--- src/rtl/pipeline_control_pkg.sv ---
// Shared types for the ID->EX->MA->WB pipeline control slice.
package pipeline_control_pkg;

    // Architectural register index x0..x31.
    typedef logic [4:0] rv32_register;

    // Memory operation carried by an instruction; memop_none encodes as zero
    // so a cleared register naturally reads as "no memory access".
    typedef enum logic [3:0] {
        memop_none = 4'd0,
        memop_lb   = 4'd1,
        memop_lh   = 4'd2,
        memop_lw   = 4'd3,
        memop_lbu  = 4'd4,
        memop_lhu  = 4'd5,
        memop_sb   = 4'd6,
        memop_sh   = 4'd7,
        memop_sw   = 4'd8
    } rv32_memop;

    // Decoded per-cycle pipeline action, highest priority last.
    typedef enum logic [1:0] {
        PC_NORMAL    = 2'd0,
        PC_LOAD_USE  = 2'd1,
        PC_BRANCH    = 2'd2,
        PC_MEM_STALL = 2'd3
    } pipe_ctrl_e;

endpackage

--- src/rtl/pipeline_control_sat_counter.sv ---
// Up-counter that sticks at all-ones instead of wrapping.
module sat_counter #(
    parameter int W = 32
) (
    input  logic         i_clk,
    input  logic         i_rst,
    input  logic         i_inc,
    output logic [W-1:0] o_count
);

    logic [W-1:0] count_d;
    logic [W-1:0] count_q;

    // Advance on request unless already saturated.
    always_comb begin
        count_d = count_q;
        if (i_inc && (count_q != {W{1'b1}})) begin
            count_d = count_q + {{(W-1){1'b0}}, 1'b1};
        end
    end

    // Counter register, cleared asynchronously.
    always_ff @(posedge i_clk or posedge i_rst) begin
        if (i_rst) begin
            count_q <= '0;
        end else begin
            count_q <= count_d;
        end
    end

    assign o_count = count_q;

endmodule

--- src/rtl/pipeline_control.sv ---
// Stage tracking and stall/flush/bubble control for the EX, MA and WB stages.
// Also feeds the bypass unit with per-stage rd/memop/valid.
module pipeline_control
    import pipeline_control_pkg::*;
#(
    parameter int CNT_W = 32
) (
    input  logic              i_clk,
    input  logic              i_rst,
    input  logic              i_id_valid,
    input  rv32_register      i_id_rd,
    input  logic              i_id_we,
    input  rv32_memop         i_id_memop,
    input  logic              i_hazard,
    input  logic              i_branch_taken,
    input  logic              i_mem_busy,
    output logic              o_stall_if,
    output logic              o_stall_id,
    output logic              o_flush_id,
    output rv32_register      o_rd_ex,
    output rv32_register      o_rd_ma,
    output rv32_register      o_rd_wb,
    output rv32_memop         o_ex_memop,
    output rv32_memop         o_ma_memop,
    output logic              o_valid_ex,
    output logic              o_valid_ma,
    output logic              o_valid_wb,
    output logic              o_rf_we,
    output logic [CNT_W-1:0]  o_stall_cycles,
    output logic [CNT_W-1:0]  o_flush_count
);

    pipe_ctrl_e   action;

    logic         ex_valid_d, ex_valid_q;
    logic         ex_we_d,    ex_we_q;
    rv32_register ex_rd_d,    ex_rd_q;
    rv32_memop    ex_memop_d, ex_memop_q;

    logic         ma_valid_d, ma_valid_q;
    logic         ma_we_d,    ma_we_q;
    rv32_register ma_rd_d,    ma_rd_q;
    rv32_memop    ma_memop_d, ma_memop_q;

    logic         wb_valid_d, wb_valid_q;
    logic         wb_we_d,    wb_we_q;
    rv32_register wb_rd_d,    wb_rd_q;

    logic         stall_any;
    logic         flush_any;

    // Pick this cycle's action: memory busy beats a branch in EX, which beats
    // load-use (the ID instruction is wrong-path once a redirect fires).
    // While reset is held nothing is stalled or flushed.
    always_comb begin
        action = PC_NORMAL;
        if (i_rst) begin
            action = PC_NORMAL;
        end else if (i_mem_busy) begin
            action = PC_MEM_STALL;
        end else if (ex_valid_q && i_branch_taken) begin
            action = PC_BRANCH;
        end else if (i_hazard && i_id_valid) begin
            action = PC_LOAD_USE;
        end
    end

    // Next-state for the three stages according to the chosen action.
    always_comb begin
        ex_valid_d = ex_valid_q;
        ex_we_d    = ex_we_q;
        ex_rd_d    = ex_rd_q;
        ex_memop_d = ex_memop_q;
        ma_valid_d = ma_valid_q;
        ma_we_d    = ma_we_q;
        ma_rd_d    = ma_rd_q;
        ma_memop_d = ma_memop_q;
        wb_valid_d = wb_valid_q;
        wb_we_d    = wb_we_q;
        wb_rd_d    = wb_rd_q;

        case (action)
            PC_MEM_STALL: begin
                // EX and MA hold; WB retires and is refilled with a bubble.
                wb_valid_d = 1'b0;
                wb_we_d    = 1'b0;
            end
            PC_BRANCH, PC_LOAD_USE: begin
                // Bubble into EX (stale rd is harmless, valid gates it).
                ex_valid_d = 1'b0;
                ex_we_d    = 1'b0;
                ex_memop_d = memop_none;
                ma_valid_d = ex_valid_q;
                ma_we_d    = ex_we_q;
                ma_rd_d    = ex_rd_q;
                ma_memop_d = ex_memop_q;
                wb_valid_d = ma_valid_q;
                wb_we_d    = ma_we_q;
                wb_rd_d    = ma_rd_q;
            end
            default: begin
                ex_valid_d = i_id_valid;
                ex_we_d    = i_id_valid & i_id_we;
                ex_rd_d    = i_id_rd;
                ex_memop_d = i_id_valid ? i_id_memop : memop_none;
                ma_valid_d = ex_valid_q;
                ma_we_d    = ex_we_q;
                ma_rd_d    = ex_rd_q;
                ma_memop_d = ex_memop_q;
                wb_valid_d = ma_valid_q;
                wb_we_d    = ma_we_q;
                wb_rd_d    = ma_rd_q;
            end
        endcase
    end

    // Stage registers, cleared asynchronously to empty stages.
    always_ff @(posedge i_clk or posedge i_rst) begin
        if (i_rst) begin
            ex_valid_q <= 1'b0;
            ex_we_q    <= 1'b0;
            ex_rd_q    <= '0;
            ex_memop_q <= memop_none;
            ma_valid_q <= 1'b0;
            ma_we_q    <= 1'b0;
            ma_rd_q    <= '0;
            ma_memop_q <= memop_none;
            wb_valid_q <= 1'b0;
            wb_we_q    <= 1'b0;
            wb_rd_q    <= '0;
        end else begin
            ex_valid_q <= ex_valid_d;
            ex_we_q    <= ex_we_d;
            ex_rd_q    <= ex_rd_d;
            ex_memop_q <= ex_memop_d;
            ma_valid_q <= ma_valid_d;
            ma_we_q    <= ma_we_d;
            ma_rd_q    <= ma_rd_d;
            ma_memop_q <= ma_memop_d;
            wb_valid_q <= wb_valid_d;
            wb_we_q    <= wb_we_d;
            wb_rd_q    <= wb_rd_d;
        end
    end

    assign stall_any = (action == PC_MEM_STALL) || (action == PC_LOAD_USE);
    assign flush_any = (action == PC_BRANCH);

    assign o_stall_if = stall_any;
    assign o_stall_id = stall_any;
    assign o_flush_id = flush_any;

    assign o_rd_ex    = ex_rd_q;
    assign o_rd_ma    = ma_rd_q;
    assign o_rd_wb    = wb_rd_q;
    assign o_ex_memop = ex_memop_q;
    assign o_ma_memop = ma_memop_q;

    // Bypass consumers only care about stages that will write a register.
    assign o_valid_ex = ex_valid_q & ex_we_q;
    assign o_valid_ma = ma_valid_q & ma_we_q;
    assign o_valid_wb = wb_valid_q & wb_we_q;
    assign o_rf_we    = wb_valid_q & wb_we_q & (wb_rd_q != '0);

    sat_counter #(.W(CNT_W)) u_stall_cnt (
        .i_clk   (i_clk),
        .i_rst   (i_rst),
        .i_inc   (stall_any),
        .o_count (o_stall_cycles)
    );

    sat_counter #(.W(CNT_W)) u_flush_cnt (
        .i_clk   (i_clk),
        .i_rst   (i_rst),
        .i_inc   (flush_any),
        .o_count (o_flush_count)
    );

endmodule

--- config.mk ---
export PLATFORM = sky130hd
export DESIGN_NAME = pipeline_control
export DESIGN_NICKNAME = d
export VERILOG_FILES = /design/src/rtl/pipeline_control_pkg.sv /design/src/rtl/pipeline_control_sat_counter.sv /design/src/rtl/pipeline_control.sv
export SDC_FILE = /design/constraint.sdc
export NUM_CORES = 1
export LEC_CHECK = 0
export ABC_AREA = 1
export CAP_MARGIN = 0
export CORE_ASPECT_RATIO = 0.6
export CORE_MARGIN = 2
export CORE_UTILIZATION = 25
export CTS_CLUSTER_DIAMETER = 30
export CTS_CLUSTER_SIZE = 10
export DETAILED_ROUTE_END_ITERATION = 6
export SLEW_MARGIN = 15
export SYNTH_ARGS = -nofsm -noshare
export SYNTH_HDL_FRONTEND = slang
export SYNTH_SLANG_ARGS = --single-unit
--- constraint.sdc ---
create_clock -name i_clk -period 6.9 [get_ports i_clk]
set_clock_uncertainty 0.15 [all_clocks]
set_input_delay 1.38 -clock i_clk [delete_from_list [all_inputs] [get_ports i_clk]]
set_output_delay 1.38 -clock i_clk [all_outputs]
set_load 0.01 [all_outputs]
==> impl_metrics.xml <==
<?xml version="1.0" encoding="UTF-8"?>
<metrics>
  <group name="status">
    <metric name="status" unit="">complete, no violations</metric>
  </group>
  <group name="global_routing">
    <metric name="globalRouteOverflowTotal" unit="">0</metric>
    <metric name="antenna_found_initial" unit="">0</metric>
    <metric name="grt_first_pass_wirelength" unit="µm">26700</metric>
    <metric name="largest_net_degree_at_the_start_of_global_routing" unit="">54</metric>
    <metric name="first_global_vias" unit="">4721</metric>
    <metric name="grtUsageTotal" unit="">0.147</metric>
  </group>
  <group name="logic_synthesis">
    <metric name="synth_fp_nets" unit="">834</metric>
    <metric name="yosys-top-cells-area" unit="">sky130_fd_sc_hd__dfrtp_1, sky130_fd_sc_hd__nand2_1, sky130_fd_sc_hd__nor2_1, sky130_fd_sc_hd__inv_1, sky130_fd_sc_hd__nand3_1</metric>
    <metric name="asyncSetResetFlopFracSynth" unit="">1.00</metric>
    <metric name="synth_sequential_area_ratio" unit="">0.422</metric>
    <metric name="synthTopCellsByCount" unit="">sky130_fd_sc_hd__nand2_1, sky130_fd_sc_hd__nor2_1, sky130_fd_sc_hd__dfrtp_1, sky130_fd_sc_hd__inv_1, sky130_fd_sc_hd__nand3_1</metric>
    <metric name="post_synth.cell_area_avg" unit="µm²">6.78</metric>
    <metric name="synth.largest_area_cell" unit="">sky130_fd_sc_hd__dfrtp_1</metric>
    <metric name="synth_most_common_cell" unit="">sky130_fd_sc_hd__nand2_1</metric>
    <metric name="synth.yosys.warnings" unit="">0</metric>
    <metric name="synth_top_area_share" unit="">0.422</metric>
    <metric name="synth_cell_type_count" unit="">30</metric>
    <metric name="synth.cell_area" unit="µm²">5520</metric>
    <metric name="number_of_flops_mapped_to_enable_cells_by_yosys" unit="">0</metric>
    <metric name="postSynthCellCount" unit="">814</metric>
    <metric name="yosys_most_used_dff" unit="">sky130_fd_sc_hd__dfrtp_1</metric>
    <metric name="synth_register_bits" unit="">93</metric>
  </group>
  <group name="sta">
    <metric name="rsz0062_at_grt" unit="">false</metric>
    <metric name="timing.final.max_slew_violations" unit="">0</metric>
    <metric name="timing.final.hold_violations" unit="">0</metric>
    <metric name="fin_setup_tns" unit="ns">0</metric>
    <metric name="setup_viol_count_final" unit="">0</metric>
    <metric name="worst-slew-pin-transition" unit="ns">0.693</metric>
    <metric name="min_period" unit="ns">5.37</metric>
    <metric name="fmax" unit="MHz">186</metric>
    <metric name="post_route_clock_period_utilization" unit="">0.778</metric>
    <metric name="slew_headroom" unit="">0.538</metric>
  </group>
  <group name="clock_network">
    <metric name="numCtsBuffers" unit="">9</metric>
    <metric name="cts_max_path_buffers" unit="">2</metric>
    <metric name="cts.clk_slew.worst_paths" unit="ns">0.06</metric>
    <metric name="clockRootBuffer" unit="">sky130_fd_sc_hd__clkbuf_16</metric>
    <metric name="cts.repair_timing.setup_buffer_count" unit="">0</metric>
    <metric name="cts_tree" unit="">built</metric>
    <metric name="cts.htree.levels" unit="">3</metric>
    <metric name="clock_sinks" unit="">93</metric>
    <metric name="clkLatencyLatePin" unit="ns">0.36</metric>
    <metric name="post_cts.resized_instances" unit="">0</metric>
    <metric name="postCtsHoldBufs" unit="">0</metric>
  </group>
  <group name="die">
    <metric name="ioPinCount" unit="">110</metric>
    <metric name="core_area" unit="µm²">21900</metric>
    <metric name="chipHeight" unit="µm">119</metric>
    <metric name="starting_density_of_the_core" unit="">0.252</metric>
    <metric name="floorplan.rows" unit="">42</metric>
    <metric name="die-area" unit="µm²">23300</metric>
    <metric name="die-width" unit="µm">196</metric>
  </group>
  <group name="critical_path">
    <metric name="cp-start-kind" unit="">input pin</metric>
    <metric name="timing.critical_path.to_type" unit="">output port</metric>
    <metric name="cp-endpoint" unit="">o_flush_id</metric>
    <metric name="worst-r2r-cell-count" unit="">9</metric>
    <metric name="timing.reg2reg.setup_slack" unit="ns">4.42</metric>
    <metric name="critical_path.reg2reg.endpoint" unit="">u_flush_cnt.o_count[26]$_DFFE_PP0P_</metric>
    <metric name="startpoint" unit="">i_rst</metric>
    <metric name="crit_fanout" unit="">43</metric>
    <metric name="crit_reg_reg_startpoint" unit="">ex_valid_q$_DFFE_PP0N_</metric>
    <metric name="worst-setup-path-type" unit="">input pin to output port</metric>
    <metric name="critPathArrivalTime" unit="ns">3.84</metric>
    <metric name="required_time_of_the_critical_path" unit="ns">5.37</metric>
  </group>
  <group name="drt">
    <metric name="vias" unit="">5305</metric>
    <metric name="dr.first_iter.drc_count" unit="">500</metric>
    <metric name="drc_errors" unit="">0</metric>
    <metric name="wl_cell" unit="µm">13.7</metric>
    <metric name="post_drt_via_cell_ratio" unit="">4.38</metric>
    <metric name="drt-pass1-iter-count" unit="">5</metric>
    <metric name="postRouteWirelength" unit="µm">16600</metric>
    <metric name="postRouteAntennaNets" unit="">0</metric>
  </group>
  <group name="pwr">
    <metric name="power.leakage" unit="nW">3.25</metric>
    <metric name="power.density_cell_area" unit="nW/µm²">203</metric>
    <metric name="vdd_drop_max" unit="µV">118</metric>
  </group>
  <group name="placement">
    <metric name="dpl-instance-area" unit="µm²">6880</metric>
    <metric name="gp_routability_congestion" unit="">0.910</metric>
    <metric name="post-dp-hpwl" unit="µm">12600</metric>
    <metric name="port_buffers" unit="">109</metric>
  </group>
  <group name="job">
    <metric name="max_cap_violations" unit="">0</metric>
  </group>
  <group name="finish">
    <metric name="finalNetCount" unit="">941</metric>
    <metric name="post_route_cells_drive_above_1_share" unit="">0.0454</metric>
    <metric name="insertedDiodeCount" unit="">0</metric>
    <metric name="layout.cell_area.non_filler" unit="µm²">7190</metric>
    <metric name="syn2layout_area_growth" unit="%">30.2</metric>
    <metric name="fillers" unit="">2344</metric>
  </group>
  <group name="hold_path">
    <metric name="holdCritPathClass" unit="">register to register</metric>
  </group>
</metrics>
-- metal layers --
layer / routed length (µm) / track usage / vias to the layer above
met4: 125 / 0.0284 / 0
li1: - / - / 2704
met1: 9250 / 0.243 / 2424
met3: 1390 / 0.0493 / 10
met5: 0 / 0 / -
met2: 5890 / 0.174 / 167
-- power by group --
group | leakage, nW | switching [mW] | internal (mW)
sequential | 1.25 | 0.0573 | 0.592
clock | 0.145 | 0.227 | 0.317
combinational | 1.85 | 0.138 | 0.128
total | 3.25 | 0.423 | 1.04
-- worst min-delay path by stage --
stage / startpoint / slack (ns) / end / depth (start not counted)
after CTS: o_ma_memop[0]$_DFFE_PP0N_ / 0.34 / o_ma_memop[0]$_DFFE_PP0N_ / 2
after global routing: o_ma_memop[0]$_DFFE_PP0N_ / 0.35 / o_ma_memop[0]$_DFFE_PP0N_ / 2
after detailed placement: o_ma_memop[0]$_DFFE_PP0N_ / 0.31 / o_ma_memop[0]$_DFFE_PP0N_ / 2
after floorplan: ex_we_q$_DFFE_PP0N_ / 0.32 / ex_we_q$_DFFE_PP0N_ / 2
after global placement: o_ma_memop[2]$_DFFE_PP0N_ / 0.30 / o_ma_memop[2]$_DFFE_PP0N_ / 2
final: o_ma_memop[2]$_DFFE_PP0N_ / 0.33 / o_ma_memop[2]$_DFFE_PP0N_ / 2
-- stage by stage --
stage	power, mW	util	std cells	setup WS (ns)	hold slack (ns)
after global routing	1.54	0.329	1211	1.26	0.346
after CTS	1.48	0.329	1211	1.42	0.337
final	1.46	0.329	1211	1.53	0.332
after floorplan	0.785	-	814	0.710	0.325
after detailed placement	0.927	0.315	1196	1.42	0.313
after global placement	0.925	0.315	1196	1.47	0.304
-- kinds of logic (layout without fill, tap and decap cells) --
| logic type | count (synthesis) | after routing | synth area share |
|---|---|---|---|
| AND/OR/NAND/NOR | 562 | 562 | 0.420 |
| multiplexers | 2 | 2 | 0.00408 |
| AO/OA/AOI/OAI | 37 | 37 | 0.0354 |
| adder cells (fa/ha/maj) | 4 | 4 | 0.00907 |
| XOR/XNOR | 22 | 22 | 0.0349 |
| buffers and inverters | 94 | 205 | 0.0750 |
| flip-flops | 93 | 93 | 0.422 |
-- critical path: stages --
cell and delay (ns):
sky130_fd_sc_hd__clkdlybuf4s50_1 0.46, sky130_fd_sc_hd__inv_4 0.41, sky130_fd_sc_hd__nand2_1 0.09, sky130_fd_sc_hd__buf_4 0.23, sky130_fd_sc_hd__nand2_1 0.33, sky130_fd_sc_hd__inv_1 0.12, sky130_fd_sc_hd__ha_1 0.29, sky130_fd_sc_hd__clkdlybuf4s50_1 0.51
-- state kept, by name (all words and copies together), names as in the netlist, 4 cells and up --
name / flops
o_ex_memop: 4
o_ma_memop: 4
o_rd_ex: 5
o_rd_ma: 5
o_rd_wb: 5
u_flush_cnt.o_count: 32
u_stall_cnt.o_count: 32
-- cell type report --
cell class                      instances  area, µm²  area share
Tap cell                              286        358      0.0498
Inverter                               79        307      0.0426
Clock buffer                           10        229      0.0319
Clock inverter                          5       83.8      0.0117
Timing Repair Buffer                  111       1110       0.154
Multi-Input combinational cell        627       2780       0.386
Sequential cell                        93       2330       0.324
-- cells in the final DEF, fill, tap and decap left out, drive strengths merged --
cell type and count:
xnor2 8, o22ai 1, inv 80, nand3b 10, nand4 7, clkdlybuf4s50 109, ha 4, bufinv 2
nand3 34, clkinvlp 2, nor3 2, o31ai 1, a21oi 4, xor2 14, nor2 105, o21ai 30
buf 2, mux2 2, nand2 404, dfrtp 93, o21bai 1, clkbuf 10
Note: power is estimated with default switching activity, not from simulation.
